File: config.mk
export PLATFORM = sky130hd
export DESIGN_NAME = muldiv_ctrl
export DESIGN_NICKNAME = d
export VERILOG_FILES = /design/src/rtl/muldiv_ctrl_pkg.sv /design/src/rtl/muldiv_ctrl_div_radix2.sv /design/src/rtl/muldiv_ctrl.sv
export SDC_FILE = /design/constraint.sdc
export NUM_CORES = 2
export LEC_CHECK = 0
export CAP_MARGIN = 0
export CORE_ASPECT_RATIO = 1.5
export CORE_MARGIN = 2
export CORE_UTILIZATION = 47
export DETAILED_ROUTE_END_ITERATION = 16
export HOLD_SLACK_MARGIN = 0.15
export PLACE_DENSITY_LB_ADDON = 0.1
export RECOVER_POWER = 100
export SYNTH_ARGS = -nofsm -noshare
export SYNTH_HDL_FRONTEND = slang
export SYNTH_SLANG_ARGS = --single-unit
File: constraint.sdc
create_clock -name clk -period 29.7 [get_ports clk]
set_input_delay 5.94 -clock clk [delete_from_list [all_inputs] [get_ports clk]]
set_output_delay 5.94 -clock clk [all_outputs]
set_load 0.01 [all_outputs]
File: src/rtl/muldiv_ctrl_pkg.sv
// Shared types and constants for the multiply/divide controller:
// FSM states, latched operation kinds, divider sizing and the divide-by-zero result.
package muldiv_ctrl_pkg;

  typedef enum logic [1:0] {
    ST_IDLE = 2'd0,
    ST_MUL  = 2'd1,
    ST_DIV  = 2'd2,
    ST_DONE = 2'd3
  } state_e;

  typedef enum logic [2:0] {
    OP_NONE  = 3'd0,
    OP_MULT  = 3'd1,
    OP_MULTU = 3'd2,
    OP_MUL   = 3'd3,
    OP_DIV   = 3'd4,
    OP_DIVU  = 3'd5
  } op_e;

  localparam int DIV_ITERS = 32;
  localparam int DIV_CNT_W = $clog2(DIV_ITERS);

  // Divide by zero never traps; the quotient saturates and HI returns the dividend.
  localparam logic [31:0] DIV0_QUOTIENT = 32'hFFFF_FFFF;

  function automatic logic [31:0] mag32(input logic [31:0] v, input logic is_signed);
    return (is_signed && v[31]) ? (~v + 32'd1) : v;
  endfunction

  function automatic logic [31:0] neg_if(input logic [31:0] v, input logic neg);
    return neg ? (~v + 32'd1) : v;
  endfunction

endpackage

File: src/rtl/muldiv_ctrl_div_radix2.sv
// Iterative unsigned radix-2 restoring divider, one quotient bit per cycle.
// quotient/remainder show the final step's value in the cycle done is high.
module div_radix2
  import muldiv_ctrl_pkg::*;
(
  input  logic        clk,
  input  logic        resetn,
  input  logic        start,
  input  logic        abort,
  input  logic [31:0] dividend,
  input  logic [31:0] divisor,
  output logic        done,
  output logic [31:0] quotient,
  output logic [31:0] remainder
);

  localparam logic [DIV_CNT_W-1:0] LAST_ITER = DIV_CNT_W'(DIV_ITERS - 1);

  logic [31:0]          rem_q, rem_d;
  logic [31:0]          quo_q, quo_d;
  logic [31:0]          dsr_q, dsr_d;
  logic [DIV_CNT_W-1:0] cnt_q, cnt_d;
  logic                 busy_q, busy_d;

  logic [32:0] partial;
  logic [32:0] diff;
  logic        fits;
  logic [31:0] rem_step;
  logic [31:0] quo_step;

  // quo_q doubles as the dividend shift register: its MSB feeds the partial remainder.
  always_comb begin
    partial  = {rem_q, quo_q[31]};
    diff     = partial - {1'b0, dsr_q};
    fits     = ~diff[32];
    rem_step = fits ? diff[31:0] : partial[31:0];
    quo_step = {quo_q[30:0], fits};
  end

  always_comb begin
    rem_d  = rem_q;
    quo_d  = quo_q;
    dsr_d  = dsr_q;
    cnt_d  = cnt_q;
    busy_d = busy_q;
    if (abort) begin
      busy_d = 1'b0;
    end else if (start) begin
      rem_d  = '0;
      quo_d  = dividend;
      dsr_d  = divisor;
      cnt_d  = '0;
      busy_d = 1'b1;
    end else if (busy_q) begin
      rem_d = rem_step;
      quo_d = quo_step;
      cnt_d = cnt_q + 1'b1;
      if (cnt_q == LAST_ITER) begin
        busy_d = 1'b0;
      end
    end
  end

  always_ff @(posedge clk or negedge resetn) begin
    if (!resetn) begin
      rem_q  <= '0;
      quo_q  <= '0;
      dsr_q  <= '0;
      cnt_q  <= '0;
      busy_q <= 1'b0;
    end else begin
      rem_q  <= rem_d;
      quo_q  <= quo_d;
      dsr_q  <= dsr_d;
      cnt_q  <= cnt_d;
      busy_q <= busy_d;
    end
  end

  assign done      = busy_q && (cnt_q == LAST_ITER);
  assign quotient  = quo_step;
  assign remainder = rem_step;

endmodule

File: src/rtl/muldiv_ctrl.sv
// HI/LO multiply/divide unit for the EX stage: single-cycle multiplier, 32-cycle divider,
// sign fix-up, mthi/mtlo, and the pipeline stall/flush handshake.
module muldiv_ctrl
  import muldiv_ctrl_pkg::*;
(
  input  logic        clk,
  input  logic        resetn,
  input  logic        ex_valid,
  input  logic        is_mult,
  input  logic        is_multu,
  input  logic        is_div,
  input  logic        is_divu,
  input  logic        is_mul,
  input  logic        hi_wen,
  input  logic        lo_wen,
  input  logic [31:0] rs_data,
  input  logic [31:0] rt_data,
  input  logic        flush,
  output logic        stall,
  output logic [31:0] hi,
  output logic [31:0] lo,
  output logic [31:0] result,
  output logic        result_valid
);

  state_e      state_q, state_d;
  op_e         op_q, op_d;
  logic [31:0] a_q, a_d;
  logic [31:0] b_q, b_d;
  logic [63:0] prod_q, prod_d;
  logic [31:0] hi_q, hi_d;
  logic [31:0] lo_q, lo_d;

  logic        any_mul;
  logic        any_div;
  logic        idle_ok;
  logic        accept;
  logic        div_start;
  logic [31:0] div_dividend;
  logic [31:0] div_divisor;
  logic        div_done;
  logic [31:0] div_quo;
  logic [31:0] div_rem;

  logic        mul_signed;
  logic [63:0] a_ext;
  logic [63:0] b_ext;
  logic [63:0] prod_full;
  logic        div_signed;
  logic [31:0] quo_fixed;
  logic [31:0] rem_fixed;

  always_comb begin
    any_mul      = is_mult | is_multu | is_mul;
    any_div      = is_div | is_divu;
    idle_ok      = (state_q == ST_IDLE) && ex_valid && !flush;
    accept       = idle_ok && (any_mul || any_div);
    div_start    = accept && !any_mul && any_div;
    div_dividend = mag32(rs_data, is_div);
    div_divisor  = mag32(rt_data, is_div);
  end

  div_radix2 u_div (
    .clk       (clk),
    .resetn    (resetn),
    .start     (div_start),
    .abort     (flush),
    .dividend  (div_dividend),
    .divisor   (div_divisor),
    .done      (div_done),
    .quotient  (div_quo),
    .remainder (div_rem)
  );

  // Sign-extending to 64 bits first makes the truncated product correct for signed ops.
  always_comb begin
    mul_signed = (op_q == OP_MULT) || (op_q == OP_MUL);
    a_ext      = mul_signed ? {{32{a_q[31]}}, a_q} : {32'b0, a_q};
    b_ext      = mul_signed ? {{32{b_q[31]}}, b_q} : {32'b0, b_q};
    prod_full  = a_ext * b_ext;
    div_signed = (op_q == OP_DIV);
    quo_fixed  = neg_if(div_quo, div_signed && (a_q[31] ^ b_q[31]));
    rem_fixed  = neg_if(div_rem, div_signed && a_q[31]);
  end

  always_comb begin
    state_d = state_q;
    op_d    = op_q;
    a_d     = a_q;
    b_d     = b_q;
    prod_d  = prod_q;
    hi_d    = hi_q;
    lo_d    = lo_q;
    case (state_q)
      ST_IDLE: begin
        if (accept) begin
          a_d = rs_data;
          b_d = rt_data;
          if (is_mult)       op_d = OP_MULT;
          else if (is_multu) op_d = OP_MULTU;
          else if (is_mul)   op_d = OP_MUL;
          else if (is_div)   op_d = OP_DIV;
          else               op_d = OP_DIVU;
          state_d = any_mul ? ST_MUL : ST_DIV;
        end else if (idle_ok) begin
          if (hi_wen) hi_d = rs_data;
          if (lo_wen) lo_d = rs_data;
        end
      end
      ST_MUL: begin
        prod_d  = prod_full;
        state_d = ST_DONE;
        if (op_q != OP_MUL) begin
          hi_d = prod_full[63:32];
          lo_d = prod_full[31:0];
        end
      end
      ST_DIV: begin
        if (div_done) begin
          state_d = ST_DONE;
          if (b_q == 32'd0) begin
            lo_d = DIV0_QUOTIENT;
            hi_d = a_q;
          end else begin
            lo_d = quo_fixed;
            hi_d = rem_fixed;
          end
        end
      end
      default: state_d = ST_IDLE;
    endcase
    // A flush cancels whatever is in flight, including a completing operation.
    if (flush) begin
      state_d = ST_IDLE;
      hi_d    = hi_q;
      lo_d    = lo_q;
    end
  end

  always_ff @(posedge clk or negedge resetn) begin
    if (!resetn) begin
      state_q <= ST_IDLE;
      op_q    <= OP_NONE;
      a_q     <= '0;
      b_q     <= '0;
      prod_q  <= '0;
      hi_q    <= '0;
      lo_q    <= '0;
    end else begin
      state_q <= state_d;
      op_q    <= op_d;
      a_q     <= a_d;
      b_q     <= b_d;
      prod_q  <= prod_d;
      hi_q    <= hi_d;
      lo_q    <= lo_d;
    end
  end

  assign stall        = !flush && (accept || (state_q == ST_MUL) || (state_q == ST_DIV));
  assign result_valid = !flush && (state_q == ST_DONE);
  assign result       = ((state_q == ST_DONE) && (op_q == OP_MUL)) ? prod_q[31:0] : 32'd0;
  assign hi           = hi_q;
  assign lo           = lo_q;

endmodule

==> results.md <==
- Critical Path Start Type: input port
- Yosys top cell area share: 43.9%
- Least-Margin Pin Slew: 5.58 ns
- Max stage delay on crit path: 0.64 ns
- Worst path arrival time: 8.06 ns
- 1st-pass router iterations: 7
- Vias per cell: 5.58
- Setup tns final: 0 ns
- Crit path max fanout: 4
- Crit path max-delay family: buffers and inverters
- Post-synthesis cell count: 7,342
- Commonest cells in the netlist: inv_1, fa_1, nand2_1
- Req. time, crit path: 23.76 ns
- CTS Sinks: 267
- First-pass GRT wire length: 339 mm
- Clock Skew: 0.0225 ns
- Die ar.: 141,000 µm²
- Mapped cell area: 64,800 µm²
- Die width: 307 µm
- Area leader, netlist: fa_1
- Warning count from the yosys run: 0
- Vias in the first global route: 55,100
- Initial DRC Count: 3,395
- Fillcell total: 13,200
- Status: complete, but fails checks
- Post-route cell area: 68,900 µm²
- Synth area leaders: fa_1, dfrtp_1, inv_1
- Asr flop ratio synth: 100%
- Grt ovf: 0
- # resized after CTS: 0
- R2R Setup Slk: 17.64 ns
- Slew Limit Fails: 676
- Seq/Total Area, Yosys: 10.3%
- Setup bufs post-CTS: 0
- Total CTS buffers: 27
- WL final: 222 mm
- Max cap viols: 11
- Critical path buffers and inverters: 2
- CTS clock-pin slew for the worst setup and hold paths: 0.06 ns
- Initial antenna violation count: 12
- Mapped Nets: 9,189
- Core Box Area: 137,000 µm²
- Area Overhead vs Synth: 6.23%
- Global Route Usage Sum: 32.6%
- Worst-Skew Late Latency: 0.63 ns
- Detailed-route DRC error count: 0
- Final setup fails: 0
- EDFF count, synth: 0
- Share of layout cells above drive strength 1: 2.62%
- Critical path's slowest cell: dlygate4sd3_1
- Most common cell in the netlist: inv_1
- Chip height: 459 µm
- Final nets: 9,070
- Fin crit share: 47.2%
- # hold bufs at CTS: 0
- I/O pin cnt: 173
- Gpl congestion: 0.947
- CP Capture Type: output pin
- Cell mode on critical path: dlygate4sd3_1
- Most used DFF post-synth: dfrtp_1
- Max Freq: 71.4 MHz
- Clock tree root driver cell: clkbuf_16
- Row cnt: 166
- Failing checks: capacitance limit, slew limit
- Vias: 50,200
- Crit Path Class: input port to output pin
- Flops & latches, synth: 267
- Clk buf depth: 3
- CTS tree: yes
- Dpl cell area: 68,000 µm²
- Syn_area_per_cell: 8.83 µm²
- H-Tree Depth: 1
- Synth unique cells: 95
- Fin util: 50.4%
- RSZ-0062 raised after global routing: false
- CP Cell Sequence: dlygate4sd3_1, or3_1, o31ai_1, a31oi_1, dlygate4sd3_1
- WL/cell: 24.7 µm
- Detail Route Antenna Nets: 0
- Slew HR: -272%
- Initial Utilization: 47.4%
- Fin. Hold Viols: 0
- Post-DP HPWL: 179 mm
- IO buf count: 172
- HP Class: flop to flop
- Min Tclk post-route: 14.00 ns
- Largest net degree at the start of global routing: 110
[worst register-to-register path: cells and delay by family, from the launching register on]
kind / cells / cell delay [ns]
DFF: 1 / 0.40
adders and majority gates: 10 / 4.59
xor gates and xnor gates: 1 / 0.15
buffers and inverters: 7 / 1.38
and+or+nand+nor: 7 / 3.06
AOI/OAI and AO/OA: 9 / 2.39
[logic make-up (layout without fill, tap and decap cells)]
| logic type | Yosys count | after routing | synth area share [%] |
|---|---|---|---|
| XOR/XNOR | 255 | 255 | 3.45 |
| buffers and inverters | 2056 | 1958 | 12.0 |
| AO/OA/AOI/OAI | 833 | 833 | 8.26 |
| AND/OR/NAND/NOR | 2129 | 2129 | 14.9 |
| flip-flops | 267 | 267 | 10.3 |
| other | 0 | 2 | 0 |
| adder cells (fa/ha/maj) | 1774 | 1774 | 50.7 |
| multiplexers | 28 | 28 | 0.467 |
[state kept, by name, indices dropped and copies added, names as in the netlist, 5 cells and up]
name         cells
a_q             32
b_q             32
hi              32
lo              32
prod_q          32
u_div.dsr_q     32
u_div.quo_q     32
u_div.rem_q     32
u_div.cnt_q      5
[layout make-up]
cell class,instances,area (µm²),area share (%)
flip-flops and latches,267,6690,9.71
repair buffers,273,2440,3.54
clock buffers,36,759,1.10
well taps,1764,2210,3.20
diodes,2,5.00,0.00727
clock inverters,14,200,0.291
multi-input cells,5019,50400,73.2
inverters,1635,6140,8.91
[stage by stage]
step / hold WS (ns) / setup WS, ns / std cells
global route: 0.496 / 15.29 / 9008
floorplan: 0.450 / 16.39 / 7342
global placement: 0.460 / 15.99 / 8958
detailed placement: 0.465 / 16.01 / 8958
CTS: 0.479 / 16.00 / 9008
finish: 0.473 / 15.70 / 9010
[layer usage]
layer  up-vias  wire [µm]  track usage (%)
li1      21800          -                -
met1     26100      77500             36.2
met2      1728     118000             60.5
met3       596      10600             2.87
met4        10      15900             18.6
met5         -         58                0
[final timing paths]
path,startpoint,cells past startpoint,endpoint
min,lo[16]$_DFFE_PN0P_,1,lo[16]$_DFFE_PN0P_
max,is_mult,5,stall
max reg2reg,op_q[2]$_DFFE_PN0P_,34,hi[31]$_DFFE_PN0P_
min reg2reg,lo[16]$_DFFE_PN0P_,1,lo[16]$_DFFE_PN0P_
min in group asynchronous,resetn,1,u_div.cnt_q[0]$_DFFE_PN0P_
max in group asynchronous,resetn,2,b_q[30]$_DFFE_PN0P_
[cells in the final DEF (no fill, tap or decap), types with 88 or more instances in the layout]
master,n
nand2_1,1207
inv_1,1634
xnor2_1,173
dfrtp_1,261
and2_1,368
o21ai_0,230
clkdlybuf4s50_1,95
a21oi_1,180
ha_1,350
buf_4,88
nor2_1,245
fa_1,1420
Power is not shown: default switching activity piles up to over one toggle a cycle in this logic, so the estimate is an artifact.
